`config.mk`:
```
export PLATFORM = sky130hd
export DESIGN_NAME = wbvio_master_flat
export DESIGN_NICKNAME = d
export VERILOG_FILES = /design/src/rtl/wbc_pkg.sv /design/src/rtl/wbvio_master_if.sv /design/src/rtl/wbvio_master.sv /design/src/flat_wrapper.sv
export SDC_FILE = /design/constraint.sdc
export NUM_CORES = 1
export LEC_CHECK = 0
export BUFFER_PORTS_ARGS = -buffer_cell sky130_fd_sc_hd__buf_2
export CORE_ASPECT_RATIO = 1.5
export CORE_MARGIN = 3
export CORE_UTILIZATION = 32
export DETAILED_ROUTE_END_ITERATION = 16
export PLACE_DENSITY_LB_ADDON = 0.08
export SYNTH_ARGS = -nofsm -noshare
export SYNTH_HDL_FRONTEND = slang
export SYNTH_SLANG_ARGS = --single-unit
```
`constraint.sdc`:
```
create_clock -name clk_i -period 5.85 [get_ports clk_i]
set_input_delay 0.585 -clock clk_i [delete_from_list [all_inputs] [get_ports clk_i]]
set_output_delay 0.585 -clock clk_i [all_outputs]
set_load 0.01 [all_outputs]
```
`src/rtl/wbc_pkg.sv`:
```
// Shared control-bus definitions for the wbvio debug-command master.
// Holds the master FSM state encoding, the response status codes and the
// WISHBONE bus widths used by the interface and the master.
package wbc_pkg;

  localparam int WBC_DW = 32;  // data width
  localparam int WBC_AW = 20;  // byte address width
  localparam int WBC_SW = 4;   // byte-select width

  typedef enum logic [1:0] {
    ST_IDLE    = 2'd0,
    ST_BUS     = 2'd1,
    ST_BACKOFF = 2'd2,
    ST_RESP    = 2'd3
  } wbc_state_e;

  typedef enum logic [1:0] {
    WBC_ST_OK      = 2'd0,
    WBC_ST_ERR     = 2'd1,
    WBC_ST_TIMEOUT = 2'd2,
    WBC_ST_RETRY   = 2'd3
  } wbc_status_e;

endpackage

```
`src/rtl/wbvio_master_if.sv`:
```
// Bundle of the command/response handshakes and the wbvio WISHBONE master
// port. Signal names carry the direction as seen from the master.
//   master modport : the wbvio_master itself
//   slave  modport : command source / response sink / bus slave side
interface wbvio_master_if;
  import wbc_pkg::*;

  // command handshake
  logic              cmd_valid_i;
  logic              cmd_ready_o;
  logic              cmd_we_i;
  logic [WBC_AW-1:0] cmd_adr_i;
  logic [WBC_DW-1:0] cmd_dat_i;
  logic [WBC_SW-1:0] cmd_sel_i;

  // response handshake
  logic              rsp_valid_o;
  logic              rsp_ready_i;
  logic [WBC_DW-1:0] rsp_dat_o;
  logic [1:0]        rsp_status_o;

  // WISHBONE master port
  logic              wbvio_cyc_o;
  logic              wbvio_stb_o;
  logic              wbvio_we_o;
  logic [WBC_AW-1:0] wbvio_adr_o;
  logic [WBC_DW-1:0] wbvio_dat_o;
  logic [WBC_SW-1:0] wbvio_sel_o;
  logic              wbvio_ack_i;
  logic              wbvio_err_i;
  logic              wbvio_rty_i;
  logic [WBC_DW-1:0] wbvio_dat_i;

  modport master (
    input  cmd_valid_i, cmd_we_i, cmd_adr_i, cmd_dat_i, cmd_sel_i,
    output cmd_ready_o,
    output rsp_valid_o, rsp_dat_o, rsp_status_o,
    input  rsp_ready_i,
    output wbvio_cyc_o, wbvio_stb_o, wbvio_we_o, wbvio_adr_o, wbvio_dat_o, wbvio_sel_o,
    input  wbvio_ack_i, wbvio_err_i, wbvio_rty_i, wbvio_dat_i
  );

  modport slave (
    output cmd_valid_i, cmd_we_i, cmd_adr_i, cmd_dat_i, cmd_sel_i,
    input  cmd_ready_o,
    input  rsp_valid_o, rsp_dat_o, rsp_status_o,
    output rsp_ready_i,
    input  wbvio_cyc_o, wbvio_stb_o, wbvio_we_o, wbvio_adr_o, wbvio_dat_o, wbvio_sel_o,
    output wbvio_ack_i, wbvio_err_i, wbvio_rty_i, wbvio_dat_i
  );

endinterface

```
`src/rtl/wbvio_master.sv`:
```
// Debug-command WISHBONE master for the wbvio port of the control-bus
// interconnect. One command in, one classic single cycle out, one response
// back. rty re-issues the cycle after a one-cycle cyc gap (lets the
// round-robin arbiter rotate); a per-attempt timeout also covers time spent
// waiting for the grant, since terminations only reach the granted master.
// Ports:
//   clk_i   : clock
//   rst_n_i : async active-low reset; drops any cycle in flight, no response
//   bus     : wbvio_master_if.master (cmd/rsp handshakes + WISHBONE port)
// Parameters:
//   TIMEOUT_CYCLES : cycles cyc may stay high per attempt (>= 2)
//   MAX_RETRY      : re-issues allowed after rty (0..15)
module wbvio_master
  import wbc_pkg::*;
#(
  parameter int TIMEOUT_CYCLES = 1024,
  parameter int MAX_RETRY      = 3
) (
  input  logic           clk_i,
  input  logic           rst_n_i,
  wbvio_master_if.master bus
);

  localparam int            TW      = $clog2(TIMEOUT_CYCLES);
  localparam logic [TW-1:0] TO_LIM  = TW'(TIMEOUT_CYCLES - 1);
  localparam logic [3:0]    RTY_LIM = 4'(MAX_RETRY);

  wbc_state_e        state_q, state_d;
  logic [TW-1:0]     to_cnt_q;
  logic [3:0]        rty_cnt_q;

  // latched command, drives the bus in every state
  logic              we_q;
  logic [WBC_AW-1:0] adr_q;
  logic [WBC_DW-1:0] dat_q;
  logic [WBC_SW-1:0] sel_q;

  // response registers, frozen while in RESP
  logic [WBC_DW-1:0] rsp_dat_q;
  wbc_status_e       rsp_st_q;

  // next-state decode side outputs
  logic              rsp_load;
  logic              retry_go;
  wbc_status_e       rsp_st_d;
  logic [WBC_DW-1:0] rsp_dat_d;

  logic              cmd_hs, rsp_hs;
  logic              cyc, cmd_rdy, rsp_vld;

  assign cmd_hs = bus.cmd_valid_i & cmd_rdy;
  assign rsp_hs = rsp_vld & bus.rsp_ready_i;

  // State register, counters and latches
  always_ff @(posedge clk_i or negedge rst_n_i) begin
    if (!rst_n_i) begin
      state_q   <= ST_IDLE;
      to_cnt_q  <= '0;
      rty_cnt_q <= '0;
      we_q      <= 1'b0;
      adr_q     <= '0;
      dat_q     <= '0;
      sel_q     <= '0;
      rsp_dat_q <= '0;
      rsp_st_q  <= WBC_ST_OK;
    end else begin
      state_q <= state_d;
      case (state_q)
        ST_IDLE: begin
          if (cmd_hs) begin
            we_q      <= bus.cmd_we_i;
            adr_q     <= bus.cmd_adr_i;
            dat_q     <= bus.cmd_dat_i;
            sel_q     <= bus.cmd_sel_i;
            to_cnt_q  <= '0;
            rty_cnt_q <= '0;
          end
        end
        ST_BUS: begin
          if (rsp_load) begin
            rsp_st_q  <= rsp_st_d;
            rsp_dat_q <= rsp_dat_d;
          end else if (retry_go) begin
            rty_cnt_q <= rty_cnt_q + 4'd1;
          end else begin
            // limit is caught by the decode before this could wrap
            to_cnt_q <= to_cnt_q + 1'b1;
          end
        end
        ST_BACKOFF: to_cnt_q <= '0;
        default: ;
      endcase
    end
  end

  // Next-state decode; terminations are checked before the timeout so a
  // termination on the last allowed cycle still wins.
  always_comb begin
    state_d   = state_q;
    rsp_load  = 1'b0;
    retry_go  = 1'b0;
    rsp_st_d  = WBC_ST_OK;
    rsp_dat_d = '0;
    case (state_q)
      ST_IDLE: if (cmd_hs) state_d = ST_BUS;
      ST_BUS: begin
        if (bus.wbvio_err_i) begin
          state_d  = ST_RESP;
          rsp_load = 1'b1;
          rsp_st_d = WBC_ST_ERR;
        end else if (bus.wbvio_ack_i) begin
          state_d   = ST_RESP;
          rsp_load  = 1'b1;
          rsp_st_d  = WBC_ST_OK;
          rsp_dat_d = we_q ? '0 : bus.wbvio_dat_i;
        end else if (bus.wbvio_rty_i) begin
          if (rty_cnt_q < RTY_LIM) begin
            state_d  = ST_BACKOFF;
            retry_go = 1'b1;
          end else begin
            state_d  = ST_RESP;
            rsp_load = 1'b1;
            rsp_st_d = WBC_ST_RETRY;
          end
        end else if (to_cnt_q == TO_LIM) begin
          state_d  = ST_RESP;
          rsp_load = 1'b1;
          rsp_st_d = WBC_ST_TIMEOUT;
        end
      end
      ST_BACKOFF: state_d = ST_BUS;
      ST_RESP:    if (rsp_hs) state_d = ST_IDLE;
      default:    state_d = ST_IDLE;
    endcase
  end

  // Output decode
  always_comb begin
    cyc     = (state_q == ST_BUS);
    cmd_rdy = (state_q == ST_IDLE);
    rsp_vld = (state_q == ST_RESP);
  end

  assign bus.cmd_ready_o  = cmd_rdy;
  assign bus.rsp_valid_o  = rsp_vld;
  assign bus.rsp_dat_o    = rsp_dat_q;
  assign bus.rsp_status_o = rsp_st_q;
  assign bus.wbvio_cyc_o  = cyc;
  assign bus.wbvio_stb_o  = cyc;
  assign bus.wbvio_we_o   = we_q;
  assign bus.wbvio_adr_o  = adr_q;
  assign bus.wbvio_dat_o  = dat_q;
  assign bus.wbvio_sel_o  = sel_q;

endmodule

```
`src/flat_wrapper.sv`:
```
// flat-port wrapper written by rule: the top's interface ports become plain ports
module wbvio_master_flat import wbc_pkg::*;
#(
  parameter int TIMEOUT_CYCLES = 1024,
  parameter int MAX_RETRY      = 3
)
  (clk_i, rst_n_i, bus_cmd_valid_i, bus_cmd_we_i, bus_cmd_adr_i, bus_cmd_dat_i, bus_cmd_sel_i, bus_cmd_ready_o, bus_rsp_valid_o, bus_rsp_dat_o, bus_rsp_status_o, bus_rsp_ready_i, bus_wbvio_cyc_o, bus_wbvio_stb_o, bus_wbvio_we_o, bus_wbvio_adr_o, bus_wbvio_dat_o, bus_wbvio_sel_o, bus_wbvio_ack_i, bus_wbvio_err_i, bus_wbvio_rty_i, bus_wbvio_dat_i);
  wbvio_master_if bus_i ();
  input  logic clk_i;
  input  logic rst_n_i;
  input wire logic [$bits(bus_i.cmd_valid_i)-1:0] bus_cmd_valid_i;
  input wire logic [$bits(bus_i.cmd_we_i)-1:0] bus_cmd_we_i;
  input wire logic [$bits(bus_i.cmd_adr_i)-1:0] bus_cmd_adr_i;
  input wire logic [$bits(bus_i.cmd_dat_i)-1:0] bus_cmd_dat_i;
  input wire logic [$bits(bus_i.cmd_sel_i)-1:0] bus_cmd_sel_i;
  output wire logic [$bits(bus_i.cmd_ready_o)-1:0] bus_cmd_ready_o;
  output wire logic [$bits(bus_i.rsp_valid_o)-1:0] bus_rsp_valid_o;
  output wire logic [$bits(bus_i.rsp_dat_o)-1:0] bus_rsp_dat_o;
  output wire logic [$bits(bus_i.rsp_status_o)-1:0] bus_rsp_status_o;
  input wire logic [$bits(bus_i.rsp_ready_i)-1:0] bus_rsp_ready_i;
  output wire logic [$bits(bus_i.wbvio_cyc_o)-1:0] bus_wbvio_cyc_o;
  output wire logic [$bits(bus_i.wbvio_stb_o)-1:0] bus_wbvio_stb_o;
  output wire logic [$bits(bus_i.wbvio_we_o)-1:0] bus_wbvio_we_o;
  output wire logic [$bits(bus_i.wbvio_adr_o)-1:0] bus_wbvio_adr_o;
  output wire logic [$bits(bus_i.wbvio_dat_o)-1:0] bus_wbvio_dat_o;
  output wire logic [$bits(bus_i.wbvio_sel_o)-1:0] bus_wbvio_sel_o;
  input wire logic [$bits(bus_i.wbvio_ack_i)-1:0] bus_wbvio_ack_i;
  input wire logic [$bits(bus_i.wbvio_err_i)-1:0] bus_wbvio_err_i;
  input wire logic [$bits(bus_i.wbvio_rty_i)-1:0] bus_wbvio_rty_i;
  input wire logic [$bits(bus_i.wbvio_dat_i)-1:0] bus_wbvio_dat_i;
  assign bus_i.cmd_valid_i = bus_cmd_valid_i;
  assign bus_i.cmd_we_i = bus_cmd_we_i;
  assign bus_i.cmd_adr_i = bus_cmd_adr_i;
  assign bus_i.cmd_dat_i = bus_cmd_dat_i;
  assign bus_i.cmd_sel_i = bus_cmd_sel_i;
  assign bus_cmd_ready_o = bus_i.cmd_ready_o;
  assign bus_rsp_valid_o = bus_i.rsp_valid_o;
  assign bus_rsp_dat_o = bus_i.rsp_dat_o;
  assign bus_rsp_status_o = bus_i.rsp_status_o;
  assign bus_i.rsp_ready_i = bus_rsp_ready_i;
  assign bus_wbvio_cyc_o = bus_i.wbvio_cyc_o;
  assign bus_wbvio_stb_o = bus_i.wbvio_stb_o;
  assign bus_wbvio_we_o = bus_i.wbvio_we_o;
  assign bus_wbvio_adr_o = bus_i.wbvio_adr_o;
  assign bus_wbvio_dat_o = bus_i.wbvio_dat_o;
  assign bus_wbvio_sel_o = bus_i.wbvio_sel_o;
  assign bus_i.wbvio_ack_i = bus_wbvio_ack_i;
  assign bus_i.wbvio_err_i = bus_wbvio_err_i;
  assign bus_i.wbvio_rty_i = bus_wbvio_rty_i;
  assign bus_i.wbvio_dat_i = bus_wbvio_dat_i;
  wbvio_master #(.TIMEOUT_CYCLES(TIMEOUT_CYCLES), .MAX_RETRY(MAX_RETRY)) u_core (.clk_i(clk_i), .rst_n_i(rst_n_i), .bus(bus_i));
endmodule
```
After elaboration in Yosys (flattened, before gate mapping)
Cells that the tools add are included.
{"block": "word_totals", "reg_bits": 107, "input_bits": 96, "out_inout_bits": 95, "word_cells": 67}
{"block": "classes", "n_addsub": 2, "n_lt_le_gt_ge": 1, "n_eq_ne": 10, "muxes": 35, "bitwise_logic": 2, "n_reduce_logical": 8}
{"cell": "$mux 32", "count": 3}
{"cell": "$mux 10", "count": 3}
{"cell": "$pmux 10 s3", "count": 1}
{"cell": "$mux 2", "count": 11}
{"cell": "$mux 1", "count": 12}
{"cell": "$mux 4", "count": 3}
{"cell": "$add 10x1->10 const B", "count": 1}
{"cell": "$eq 10x10->1 const B", "count": 1}
{"cell": "$pmux 2 s4", "count": 1}
{"cell": "$pmux 4 s2", "count": 1}
{"cell": "$reduce_and 4->1", "count": 2}
{"cell": "$ne 2x1->1 const B", "count": 3}
{"cell": "$ne 5x1->1 const B", "count": 1}
{"cell": "$add 4x1->4 const B", "count": 1}
{"cell": "$eq 2x2->1 const B", "count": 2}
{"cell": "$lt 4x2->1 const B", "count": 1}
{"cell": "$ne 2x2->1 const B", "count": 2}
{"cell": "$reduce_and 2->1", "count": 2}
{"cell": "$reduce_and 3->1", "count": 1}
{"cell": "$reduce_bool 3->1", "count": 1}
{"cell": "$and 1x1->1", "count": 2}
{"cell": "$eq 2x1->1 const B", "count": 1}
{"cell": "$logic_not 2->1", "count": 1}
{"cell": "$reduce_bool 2->1", "count": 1}

Logic depth before layout (Yosys ltp)
Gate-level depths: netlist of run 1.
{"block": "logic_depth", "word_depth": 9, "ltp_mapped": 9, "mapped_depth_nobuf": 6}

Least setup slack after synthesis of run 1
Ideal clock, no wire load.
{"block": "synth_timing", "kind": "reg2reg", "start": "register u_core.to_cnt_q[0]", "end": "register u_core.rsp_dat_q[10] (netlist: u_core.bus.rsp_dat_o[10])", "setup_time_ps": 132, "arrival_ps": 1869, "required_ps": 5718, "slack_ps": 3849, "path_stages_with_launch": 10, "n_path_buf": 3, "synth_period_minus_slack_ps": 2001, "cell_sequence": "dfrtp_1 > ha_1 > nand3_1 > or4_1 > buf_2 > a21o_1 > buf_6 > buf_6 > nand2_1 > o21ai_1"}
{"block": "synth_via", "elab_chain_cells": 7}
{"item": "start: declaration", "line": "wbvio_master.sv:29", "text": "logic [TW-1:0] to_cnt_q;"}
{"item": "start signal: assignment", "line": "wbvio_master.sv:87", "text": "to_cnt_q <= to_cnt_q + 1'b1;"}
{"item": "$eq 10x10->1", "line": "wbvio_master.sv:125", "text": "end else if (to_cnt_q == TO_LIM) begin"}
{"item": "$mux 1", "line": "wbvio_master.sv:125"}
{"item": "$mux 1", "line": "wbvio_master.sv:116", "text": "end else if (bus.wbvio_rty_i) begin"}
{"item": "$mux 1", "line": "wbvio_master.sv:111", "text": "end else if (bus.wbvio_ack_i) begin"}
{"item": "$mux 1", "line": "wbvio_master.sv:107", "text": "if (bus.wbvio_err_i) begin"}
{"item": "$mux 1", "line": "wbvio_master.sv:104", "text": "case (state_q)"}
{"item": "$reduce_and 2->1 (no source line)"}
{"item": "end signal: assignment", "line": "wbvio_master.sv:82", "text": "rsp_dat_q <= rsp_dat_d;"}
{"item": "end: declaration", "line": "wbvio_master.sv:39", "text": "logic [WBC_DW-1:0] rsp_dat_q;"}
Every way passes these cells.
A chain may end at the register's enable or synchronous reset.

Worst setup path after layout of run 1
{"block": "layout_timing", "start": "register u_core.rty_cnt_q[0]", "end": "register u_core.to_cnt_q[1]"}
{"block": "layout_via", "elab_chain_cells": 8, "elab_cells_between_ends": 14, "classes_between": "1 x order compare; 2 x eq/ne; 10 x mux; 1 x reduce/logical"}
{"item": "start: declaration", "line": "wbvio_master.sv:30", "text": "logic [3:0] rty_cnt_q;"}
{"item": "start signal: assignment", "line": "wbvio_master.sv:84", "text": "rty_cnt_q <= rty_cnt_q + 4'd1;"}
{"item": "$lt 4x2->1 (*)", "line": "wbvio_master.sv:117", "text": "if (rty_cnt_q < RTY_LIM) begin"}
{"item": "$mux 1", "line": "wbvio_master.sv:117"}
{"item": "$mux 1", "line": "wbvio_master.sv:116"}
{"item": "$mux 1", "line": "wbvio_master.sv:111"}
{"item": "$mux 1", "line": "wbvio_master.sv:107"}
{"item": "$mux 1", "line": "wbvio_master.sv:104"}
{"item": "$ne 2x2->1 (no source line)"}
{"item": "$reduce_and 4->1 (no source line) (*)"}
Mark *: on every way between the ends. The rest lies on a longest branch, timed or not.

==> results of run 1 <==
-- area by class of cell --
| cell class | count | area [µm²] | area share [%] |
|---|---|---|---|
| sequential | 107 | 2680 | 46.3 |
| timing repair buffer | 193 | 976 | 16.9 |
| clock buffer | 9 | 225 | 3.89 |
| antenna | 1 | 2.50 | 0.0432 |
| multi-input combinational | 245 | 1620 | 27.9 |
| tap | 159 | 199 | 3.44 |
| inverter | 2 | 7.51 | 0.130 |
| clock inverter | 7 | 83.8 | 1.45 |
-- worst paths after layout --
path / slack, ns / end
max: 3.16 / u_core.to_cnt_q[1]
max in group asynchronous: 4.39 / u_core.bus.rsp_dat_o[24]
min: 0.24 / u_core.bus.wbvio_dat_o[19]
max reg2reg: 3.16 / u_core.to_cnt_q[1]
min reg2reg: 0.48 / u_core.bus.rsp_dat_o[1]
min in group clk_i: 0.46 / u_core.bus.wbvio_dat_o[28]
-- power by group --
group	total, mW	internal (mW)	switching [mW]
sequential	1.20	1.03	0.165
clock	0.627	0.340	0.287
combinational	1.04	0.481	0.559
-- kinds of logic after synthesis --
logic type,after synthesis,synth area share (%)
mux,59,15.0
compound gates,66,9.13
simple gates,118,11.6
flops,107,60.7
buf+inv,24,2.98
fa+ha+maj,2,0.567
-- metrics by stage --
stage / utilization [%] / instances / area (µm²) / hold WS [ns]
after floorplan: - / 376 / 4410 / 0.289
after global placement: 41.5 / 706 / 5480 / 0.457
after detailed placement: 41.5 / 706 / 5480 / 0.467
after CTS: 43.8 / 722 / 5790 / 0.277
after global routing: 43.8 / 723 / 5790 / 0.289
final: 43.8 / 723 / 5790 / 0.243
-- layout by cell type (no fill, tap or decap), types with 2 or more instances in the layout --
| master | netlist | final |
|---|---|---|
| a21oi_1 | 2 | 2 |
| a22o_1 | 3 | 3 |
| a31oi_1 | 3 | 3 |
| a41oi_1 | 2 | 2 |
| and2_1 | 3 | 3 |
| and3_1 | 2 | 2 |
| buf_2 | 6 | 189 |
| buf_4 | 1 | 4 |
| clkbuf_16 | 0 | 9 |
| clkinv_4 | 0 | 3 |
| dfrtp_1 | 107 | 107 |
| ha_1 | 2 | 2 |
| inv_1 | 2 | 2 |
| inv_8 | 0 | 2 |
| mux2_2 | 58 | 58 |
| nand2_1 | 77 | 77 |
| nand2b_1 | 2 | 2 |
| nand3_1 | 9 | 9 |
| nand4_1 | 3 | 3 |
| nor2_1 | 9 | 9 |
| nor3_1 | 5 | 4 |
| o21ai_0 | 10 | 10 |
| o21ai_1 | 30 | 30 |
| o31ai_1 | 5 | 5 |
| or4_1 | 2 | 2 |
-- state kept, by name, summed over array words and instances (netlist names) --
name,flops
u_core.bus.rsp_dat_o,32
u_core.rty_cnt_q,4
u_core.bus.wbvio_adr_o,20
u_core.bus.wbvio_sel_o,4
u_core.to_cnt_q,10
u_core.bus.wbvio_dat_o,32
u_core.state_q,2
u_core.bus.wbvio_we_o,1
u_core.bus.rsp_status_o,2
-- worst max-delay path: stages (launching register included) --
cell       delay, ns
dfrtp_1         0.41
ha_1            0.22
o31ai_1         0.34
and2_1          0.38
a21o_2          0.89
nand3_1         0.16
o2bb2ai_1       0.16
-- routing by layer --
metal / vias up / track usage (%)
met4: 0 / 6.04
li1: 1673 / -
met2: 129 / 24.9
met5: - / 0
met1: 1642 / 17.2
met3: 12 / 4.10
==> metrics.md, run 1 <==
| Metric | Value |
|---|---|
| Outcome | finished clean |
| Synthesized Nets | between 400 and 500 |
| Routed WL per cell | approximately 15 µm |
| Die Width | slightly above 100 µm |
| Final WL | about 11,000 µm |
| Vias | 3,456 |
| Share of layout cells above drive strength 1 | 48.1% |
| Top_reg_cell synth | dfrtp_1 |
| Seq/Total Area, Yosys | roughly three fifths |
| WS Path Type | reg -> reg |
| Setup-failing EPs final | 0 |
| Post-synthesis register bit count | 107 |
| CP startpoint kind | flip-flop |
| TritonRoute pass-1 iters | 4 |
| Slew Viols, Final | 0 |
| Synth Cell Area | between 0.004 and 0.005 mm² |
| Synth async-reset ratio | 100% |
| Total GRT Usage | ~15% |
| Final Net Count | around 660 |
| Power Dens Cells | a little under 500 mW/mm² |
| Hold buffers post-CTS | 0 |
| Pre-CTS setup slack | ~3.1 ns |
| Initial Util | approximately a third |
| Setup WS post-layout | around 3.2 ns |
| Leakage | around 2.9 nW |
| Slew @ Worst Pin | 1.05 ns |
| Starting DRC count in detailed routing | 52 |
| TritonCTS clock tree | built |
| Worst Clk Skew | roughly 0.0084 ns |
| Final setup TNS | 0 ns |
| Reg-to-reg critical path startpoint | u_core.rty_cnt_q[0] |
| Final clock period utilization by the worst path | between 40% and 50% |
| DR vias/cell | 4.78 |
| CTS Sinks | approximately 110 |
| CTS root buf | clkbuf_16 |
| Syn avg cell area | approximately 12 µm² |
| Worst-skew pair later-pin latency | 0.34 ns |
| Critical Path AT | between 2 and 3 ns |
| Initial antenna violation count | 1 |
| # DRC | 0 |
| Layout area overhead | 31.1% |
| Die area | 0.0153 mm² |
| Bufs on Longest Clock Path | 2 |
| R2R depth | 6 |
| Setup Fix Bufs, Post-CTS | 0 |
| Core Area | between 0.01 and 0.015 mm² |
| Worst min-delay path class | in -> async |
| Max Cap Viol | 0 |
| Final Power | about 2.9 mW |
| Synth top cells by count | dfrtp_1, nand2_1, mux2_2, o21ai_1 |
| TritonCTS Buffers | 9 |
| Die Ht | 150 µm |
| Post-cts sizing count | 0 |
| Minimum clock period | about 2.7 ns |
| Final GP Congestion | 0.789 |
| Max Fclk | ~370 MHz |
| Cells after synthesis | around 380 |
| First-pass GRT wire length | about 18,000 µm |
| Post-synth EDFFs | 0 |
| Final Hold Fails | 0 |
| Synthesis Warnings | 0 |
| Remaining Overflow, GRT | 0 |
| Synth area leader | dfrtp_1 |
| Pin count of the biggest net entering global routing | slightly below 70 |
| Wire length on met1 | 4420 µm |
| Top cell type's share of synthesized area | 60.7% |
| FILL cells | about 1,300 |
| IO Pins | 191 |
| WL met3 | ~850 µm |
| Peak supply drop | 0.211 mV |
| Cell row count | approximately 50 |
| Detailed placement HPWL | slightly above 8000 µm |
| Worst slew margin | around 30% |
| Worst Path Max Fanout | between 60 and 70 |
| Crit path from | u_core.rty_cnt_q[0] |
| Req. time, crit path | 6.07 ns |
| Synth area leaders | dfrtp_1, mux2_2, nand2_1, o21ai_1, o21ai_0 |
| Clock slew at reported path FFs | 0.08 ns |
| Vias in the first global route | approximately 3,600 |
| Antenna-violating nets left | 0 |
| H-Tree Depth | 3 |
| Top Layer Used | met4 |
| Crit. End Element | flip-flop |
| DR WL met2 | roughly 5600 µm |
| Unrepaired setup endpoints after global routing | no |
| Synth cell types | 43 |
| Number of buffers added on ports | 190 |
| Most frequent cell after synthesis | dfrtp_1 |
Power figures use the tool's default switching activity.
==> run 2: changes to the inputs <==
==> constraint.sdc (replaced) <==
create_clock -name clk_i -period 2.4 [get_ports clk_i]
set_input_delay 0.24 -clock clk_i [delete_from_list [all_inputs] [get_ports clk_i]]
set_output_delay 0.24 -clock clk_i [all_outputs]
set_load 0.01 [all_outputs]
==> run 2 against run 1 <==
Compared with the run above:
- register-to-register slack got worse by 2.9 ns
- critical path depth rose by 1
- sequential power rose by 140%
- global-route usage rose by 0.36 points
- count of clock-buffer cells in the layout did not move
- clock skew fell by 0.00070 ns
- via count rose by 1.8%
- power rose by 140%
- combinational power rose to 2.6 times the previous value
- clock power rose by 120%
- worst hold slack got worse by 0.12 ns
- largest cell class unchanged
- largest power group unchanged
==> metrics.md, run 2 (synthesized netlist as in run 1, its figures left out) <==
| Metric | Value |
|---|---|
| WS Path Type | reg -> reg |
| Leakage | 2.92 nW (+2.0%) |
| Critical hold path startpoint | bus_wbvio_dat_i[30] |
| Crit path from | u_core.to_cnt_q[0] |
| Vias in the first global route | 3,683 (+2.1%) |
| Pin count of the biggest net entering global routing | 49 (-28%) |
| IO Pins | 191 (unchanged) |
| TritonRoute pass-1 iters | 4 (unchanged) |
| Setup-failing EPs final | 0 (unchanged) |
| Most frequent cells in the layout | buf_2, dfrtp_1, nand2_1, mux2_2, o21ai_1 |
| Die Ht | 150 µm (unchanged) |
| CP startpoint kind | flip-flop |
| Power Dens Cells | 1190 mW/mm² (+140%) |
| Die Width | 102 µm (unchanged) |
| Die area | 0.0153 mm² (unchanged) |
| Antenna-violating nets left | 0 (unchanged) |
| Crit. End Element | flip-flop |
| Max Fclk | 461 MHz (+24%) |
| Pre-CTS setup slack | 0.247 ns (-2.90 ns) |
| FILL cells | 1,298 (-2.3%) |
| Final clock period utilization by the worst path | 90.3% (+44 points) |
| TritonCTS clock tree | built |
| # DRC | 0 (unchanged) |
| Starting DRC count in detailed routing | 122 (+130%) |
| First-pass GRT wire length | 18,100 µm (+1.8%) |
| Worst R2R End | u_core.bus.rsp_dat_o[18] |
| Worst min-delay path class | in -> reg |
| Hold path depth | 3 |
| Fin Hold WS | 0.121 ns (-0.123 ns) |
| Worst Clk Skew | 0.00771 ns (-0.000701 ns) |
| Peak supply drop | 0.519 mV (+150%) |
| Final GP Congestion | 0.828 (+4.9%) |
| Remaining Overflow, GRT | 0 (unchanged) |
| Number of buffers added on ports | 190 (unchanged) |
| Vias | 3,519 (+1.8%) |
| Final setup TNS | 0 ns (unchanged) |
| Setup Fix Bufs, Post-CTS | 0 (unchanged) |
| Minimum clock period | 2.17 ns (-0.520 ns) |
| Final Net Count | 670 (+2.1%) |
| Final WL | 11,400 µm (+2.1%) |
| Reg-to-reg critical path startpoint | u_core.to_cnt_q[0] |
| TritonCTS Buffers | 9 (unchanged) |
| R2R depth | 7 (+1) |
| Total GRT Usage | 15.0% (+0.36 points) |
| Req. time, crit path | 2.63 ns (-3.44 ns) |
| Layout Cells excl Fill | 737 (+1.9%) |
| H-Tree Depth | 3 (unchanged) |
| Outcome | finished clean |
| Initial antenna violation count | 1 (unchanged) |
| Setup WS post-layout | 0.232 ns (-2.93 ns) |
| DR vias/cell | 4.77 (-0.11%) |
| Slew @ Worst Pin | 0.580 ns (-0.472 ns) |
| Placed cell area | 0.00560 mm² (+2.2%) |
| Unrepaired setup endpoints after global routing | no |
| Clock slew at reported path FFs | 0.08 ns (about the same) |
| Share of layout cells above drive strength 1 | 49.2% (+1.1 points) |
| Final Hold Fails | 0 (unchanged) |
| Cell area after layout | 0.00589 mm² (+1.8%) |
| Routed WL per cell | 15.4 µm (+0.21%) |
| Max Cap Viol | 0 (unchanged) |
| Bufs on Longest Clock Path | 2 (unchanged) |
| Detailed placement HPWL | 8680 µm (+6.2%) |
| Post-cts sizing count | 0 (unchanged) |
| Placed Cells | 719 (+1.8%) |
| Critical Path AT | 2.39 ns (-0.52 ns) |
| Slew Viols, Final | 0 (unchanged) |
| CTS root buf | clkbuf_16 |
| Worst-skew pair later-pin latency | 0.34 ns (about the same) |
| Core Area | 0.0132 mm² (unchanged) |
| Worst Path Max Fanout | 15 (-78%) |
| Initial Util | 33.4% (unchanged) |
| CTS Sinks | 107 (unchanged) |
| Most common cell after layout, fill and taps aside | buf_2 |
| Layout area overhead | 33.4% |
| Worst Hold Path EP | u_core.bus.rsp_dat_o[30] |
| R2r setup slk | 0.23 ns (-2.93 ns) |
| Hold buffers post-CTS | 1 (+1) |
| Cell row count | 51 (unchanged) |
| Worst slew margin | 61.4% (+31 points) |
## run 2: cell types whose count changed in the layout (fill, tap and decap cells not counted)
cell and delta:
buf_12 +2, buf_4 +11, bufinv_16 -1, clkinv_2 +1, clkinv_4 -1, clkinvlp_4 +1
dlygate4sd3_1 +1, inv_6 +2, inv_8 -2
## run 2: worst max path at each step
stage	slack (ns)	end
6_report	0.23	u_core.bus.rsp_dat_o[18]
2_1_floorplan	0.40	u_core.bus.rsp_dat_o[10]
3_3_place_gp	0.32	u_core.bus.rsp_dat_o[29]
4_1_cts	0.23	u_core.bus.rsp_dat_o[18]
3_5_place_dp	0.25	u_core.bus.rsp_dat_o[18]
5_1_grt	0.07	u_core.bus.rsp_dat_o[28]
## run 2: critical path: stages, from the launching register on
cell     delay [ns]
dfrtp_1        0.42
ha_1           0.23
nand3_1        0.14
or4_1          0.56
a21o_2         0.34
buf_4          0.22
nand2_1        0.07
o21ai_1        0.06
## run 2: stage by stage
step           total power [mW]  utilization, %
3_3_place_gp               5.63            42.4
2_1_floorplan              4.49               -
5_1_grt                    7.50            44.6
4_1_cts                    7.11            44.6
6_report                   6.98            44.6
3_5_place_dp               5.69            42.4
## run 2: area by class of cell
class / count / area [µm²] / area share, %
Antenna cell: 1 / 2.50 / 0.0425
Clock buffer: 9 / 225 / 3.82
Clock inverter: 7 / 52.6 / 0.892
Inverter: 2 / 7.51 / 0.127
Multi-Input combinational cell: 245 / 1620 / 27.4
Sequential cell: 107 / 2680 / 45.5
Tap cell: 159 / 199 / 3.38
Timing Repair Buffer: 207 / 1110 / 18.8
## run 2: per-layer routing
metal	GRT usage, %	wire length (µm)	vias to the layer above	share of wire (%)
met5	0	0	-	0
met2	26.3	5860	141	52
met3	5.32	980	15	8.6
li1	-	-	1703	-
met4	4.99	241	0	2.1
met1	16.8	4280	1660	38
## run 2: report_power, final
group	total, mW	switching [mW]	internal [mW]
clock	1.39	0.679	0.712
combinational	2.70	1.42	1.28
sequential	2.89	0.382	2.51
total	6.98	2.48	4.50
==> run 3: changes to the inputs <==
--- a/config.mk
+++ b/config.mk
@@ -5,11 +5,11 @@
 export SDC_FILE = /design/constraint.sdc
 export NUM_CORES = 1
 export LEC_CHECK = 0
-export BUFFER_PORTS_ARGS = -buffer_cell sky130_fd_sc_hd__buf_2
 export CORE_ASPECT_RATIO = 1.5
 export CORE_MARGIN = 3
 export CORE_UTILIZATION = 32
 export DETAILED_ROUTE_END_ITERATION = 16
+export DONT_BUFFER_PORTS = 1
 export PLACE_DENSITY_LB_ADDON = 0.08
 export SYNTH_ARGS = -nofsm -noshare
 export SYNTH_HDL_FRONTEND = slang
==> run 3 against run 2 <==
Compared with the run above:
- the flow now finishes with violations (negative hold slack)
- sequential share of layout area grew 8.9 points
- design area fell by 16%
- power fell by 10%
- combinational power down 47%
- register-to-register slack got worse by 0.04 ns
- flip-flop and latch count unchanged
- routed wire length is 9.4% lower
- final cell count is 26% lower
- global-route usage fell by 1.8 points
- critical path type unchanged
- largest power group unchanged
==> metrics.md, run 3 (synthesized netlist as in run 1, its figures left out) <==
| Metric | Value |
|---|---|
| WS Path Type | reg -> reg |
| Worst-skew pair later-pin latency | 0.34 ns (about the same) |
| First-pass GRT wire length | 15,600 µm (-13%) |
| R2r setup slk | 0.20 ns (-0.04 ns) |
| Final GP Congestion | 0.825 (-0.43%) |
| Met1 Use GR | 15.1% (-1.7 points) |
| Fin Hold WS | -0.417 ns (-0.537 ns) |
| Antenna-violating nets left | 0 (unchanged) |
| Met2 usage | 21.9% (-4.4 points) |
| Setup Fix Bufs, Post-CTS | 0 (unchanged) |
| Final Power | 6.26 mW (-10%) |
| Layout Cells excl Fill | 543 (-26%) |
| Unrepaired setup endpoints after global routing | no |
| Minimum clock period | 2.20 ns (+0.0365 ns) |
| Critical Path AT | 2.42 ns (+0.03 ns) |
| Clock slew at reported path FFs | 0.08 ns (about the same) |
| Worst R2R End | u_core.bus.rsp_dat_o[1] |
| Final Net Count | 478 (-29%) |
| Placed cell area | 0.00459 mm² (-18%) |
| Final setup TNS | 0 ns (unchanged) |
| Power Dens Cells | 1270 mW/mm² (+7.1%) |
| Worst Clk Skew | 0.0105 ns (+0.00277 ns) |
| Pin count of the biggest net entering global routing | 108 (+120%) |
| Outcome | complete, but fails checks |
| Failing checks | negative hold slack |
| Remaining Overflow, GRT | 0 (unchanged) |
| Peak supply drop | 0.466 mV (-10%) |
| Die Ht | 150 µm (unchanged) |
| Most frequent cells in the layout | dfrtp_1, nand2_1, mux2_2, o21ai_1, o21ai_0 |
| Placed Cells | 522 (-27%) |
| R2R depth | 7 (unchanged) |
| Pre-CTS setup slack | 0.222 ns (-0.0248 ns) |
| Share of layout cells above drive strength 1 | 22.4% (-27 points) |
| Initial Util | 33.4% (unchanged) |
| # DRC | 0 (unchanged) |
| Initial antenna violation count | 0 (-1) |
| Max Fclk | 454 MHz (-1.7%) |
| DR vias/cell | 5.15 (+7.8%) |
| Worst slew margin | 71.7% (+10 points) |
| Die Width | 102 µm (unchanged) |
| Leakage | 2.09 nW (-28%) |
| Setup-failing EPs final | 0 (unchanged) |
| Crit path from | u_core.to_cnt_q[0] |
| Slew Viols, Final | 0 (unchanged) |
| CTS Sinks | 107 (unchanged) |
| TritonCTS clock tree | built |
| Max Cap Viol | 0 (unchanged) |
| Fin util | 37.3% (-7.3 points) |
| Crit. End Element | flip-flop |
| Bufs on Longest Clock Path | 2 (unchanged) |
| Worst Setup EP | u_core.bus.rsp_dat_o[1] |
| Detailed placement HPWL | 7230 µm (-17%) |
| Total GRT Usage | 13.2% (-1.8 points) |
| H-Tree Depth | 3 (unchanged) |
| Die area | 0.0153 mm² (unchanged) |
| CP startpoint kind | flip-flop |
| Core Area | 0.0132 mm² (unchanged) |
| IO Pins | 191 (unchanged) |
| Vias in the first global route | 2,904 (-21%) |
| Vias | 2,795 (-21%) |
| Number of buffers added on ports | 0 (-100%) |
| Cell area after layout | 0.00493 mm² (-16%) |
| GRT busiest layer | met2 |
| TritonRoute pass-1 iters | 4 (unchanged) |
| CTS root buf | clkbuf_16 |
| Req. time, crit path | 2.61 ns (-0.02 ns) |
| Worst min-delay path class | in -> async |
| Final clock period utilization by the worst path | 91.8% (+1.5 points) |
| Starting DRC count in detailed routing | 85 (-30%) |
| Routed WL per cell | 19.0 µm (+23%) |
| Slew @ Worst Pin | 0.425 ns (-0.154 ns) |
| N_diodes | 0 (-1) |
| Layout area overhead | 11.7% |
| Final Hold Fails | 107 (+107) |
| Worst Path Max Fanout | 67 (+52) |
| Met3 GRT Util | 5.36% (+0.047 points) |
| Setup WS post-layout | 0.196 ns (-0.0365 ns) |
| Reg-to-reg critical path startpoint | u_core.to_cnt_q[0] |
| Cell row count | 51 (unchanged) |
| Most common cell after layout, fill and taps aside | dfrtp_1 |
| Final WL | 10,300 µm (-9.4%) |
| TritonCTS Buffers | 9 (unchanged) |
| FILL cells | 1,289 (-0.69%) |
## run 3: timing repair
item | 4_1_cts | 5_1_grt
endpoints found under the hold margin | 112 | 108
hold buffers | 5 | 1
resized for setup | 0 | 0
## run 3: routing by layer
layer / wire, µm / part of all wire, % / vias up
met5: 0 / 0 / -
met4: 228 / 2.2 / 0
met3: 1020 / 9.9 / 16
met2: 5210 / 51 / 125
met1: 3840 / 37 / 1334
li1: - / - / 1320
## run 3: worst min-delay path by stage
| stage | to | slack, ns | cells past startpoint |
|---|---|---|---|
| after floorplan | u_core.bus.rsp_dat_o[0] | -0.06 | 0 |
| after global placement | u_core.to_cnt_q[8] | -0.05 | 0 |
| after detailed placement | u_core.to_cnt_q[8] | -0.05 | 0 |
| after CTS | u_core.bus.rsp_dat_o[15] | -0.43 | 0 |
| after global routing | u_core.bus.wbvio_dat_o[24] | -0.44 | 0 |
| final | u_core.to_cnt_q[7] | -0.42 | 0 |
## run 3: power by group
part	leakage (nW)	switching [mW]	total [mW]	internal [mW]
Combinational	0.601	0.689	1.43	0.743
Sequential	1.36	0.907	3.42	2.52
Clock	0.138	0.689	1.40	0.714
Total	2.09	2.29	6.26	3.97
## run 3: layout make-up
class                           instances  area (µm²)  area share [%]
Sequential cell                       107        2680            54.3
Multi-Input combinational cell        245        1620            32.8
Clock buffer                            9         225            4.57
Tap cell                              159         199            4.04
Timing Repair Buffer                   15         153            3.10
Clock inverter                          6        51.3            1.04
Inverter                                2        7.51           0.152
## run 3: critical path, stage by stage (launching register included)
cell,delay (ns)
dfrtp_1,0.43
ha_1,0.23
nand3_1,0.14
or4_1,0.65
a21o_2,0.27
buf_12,0.18
nand2_1,0.09
o21ai_0,0.07
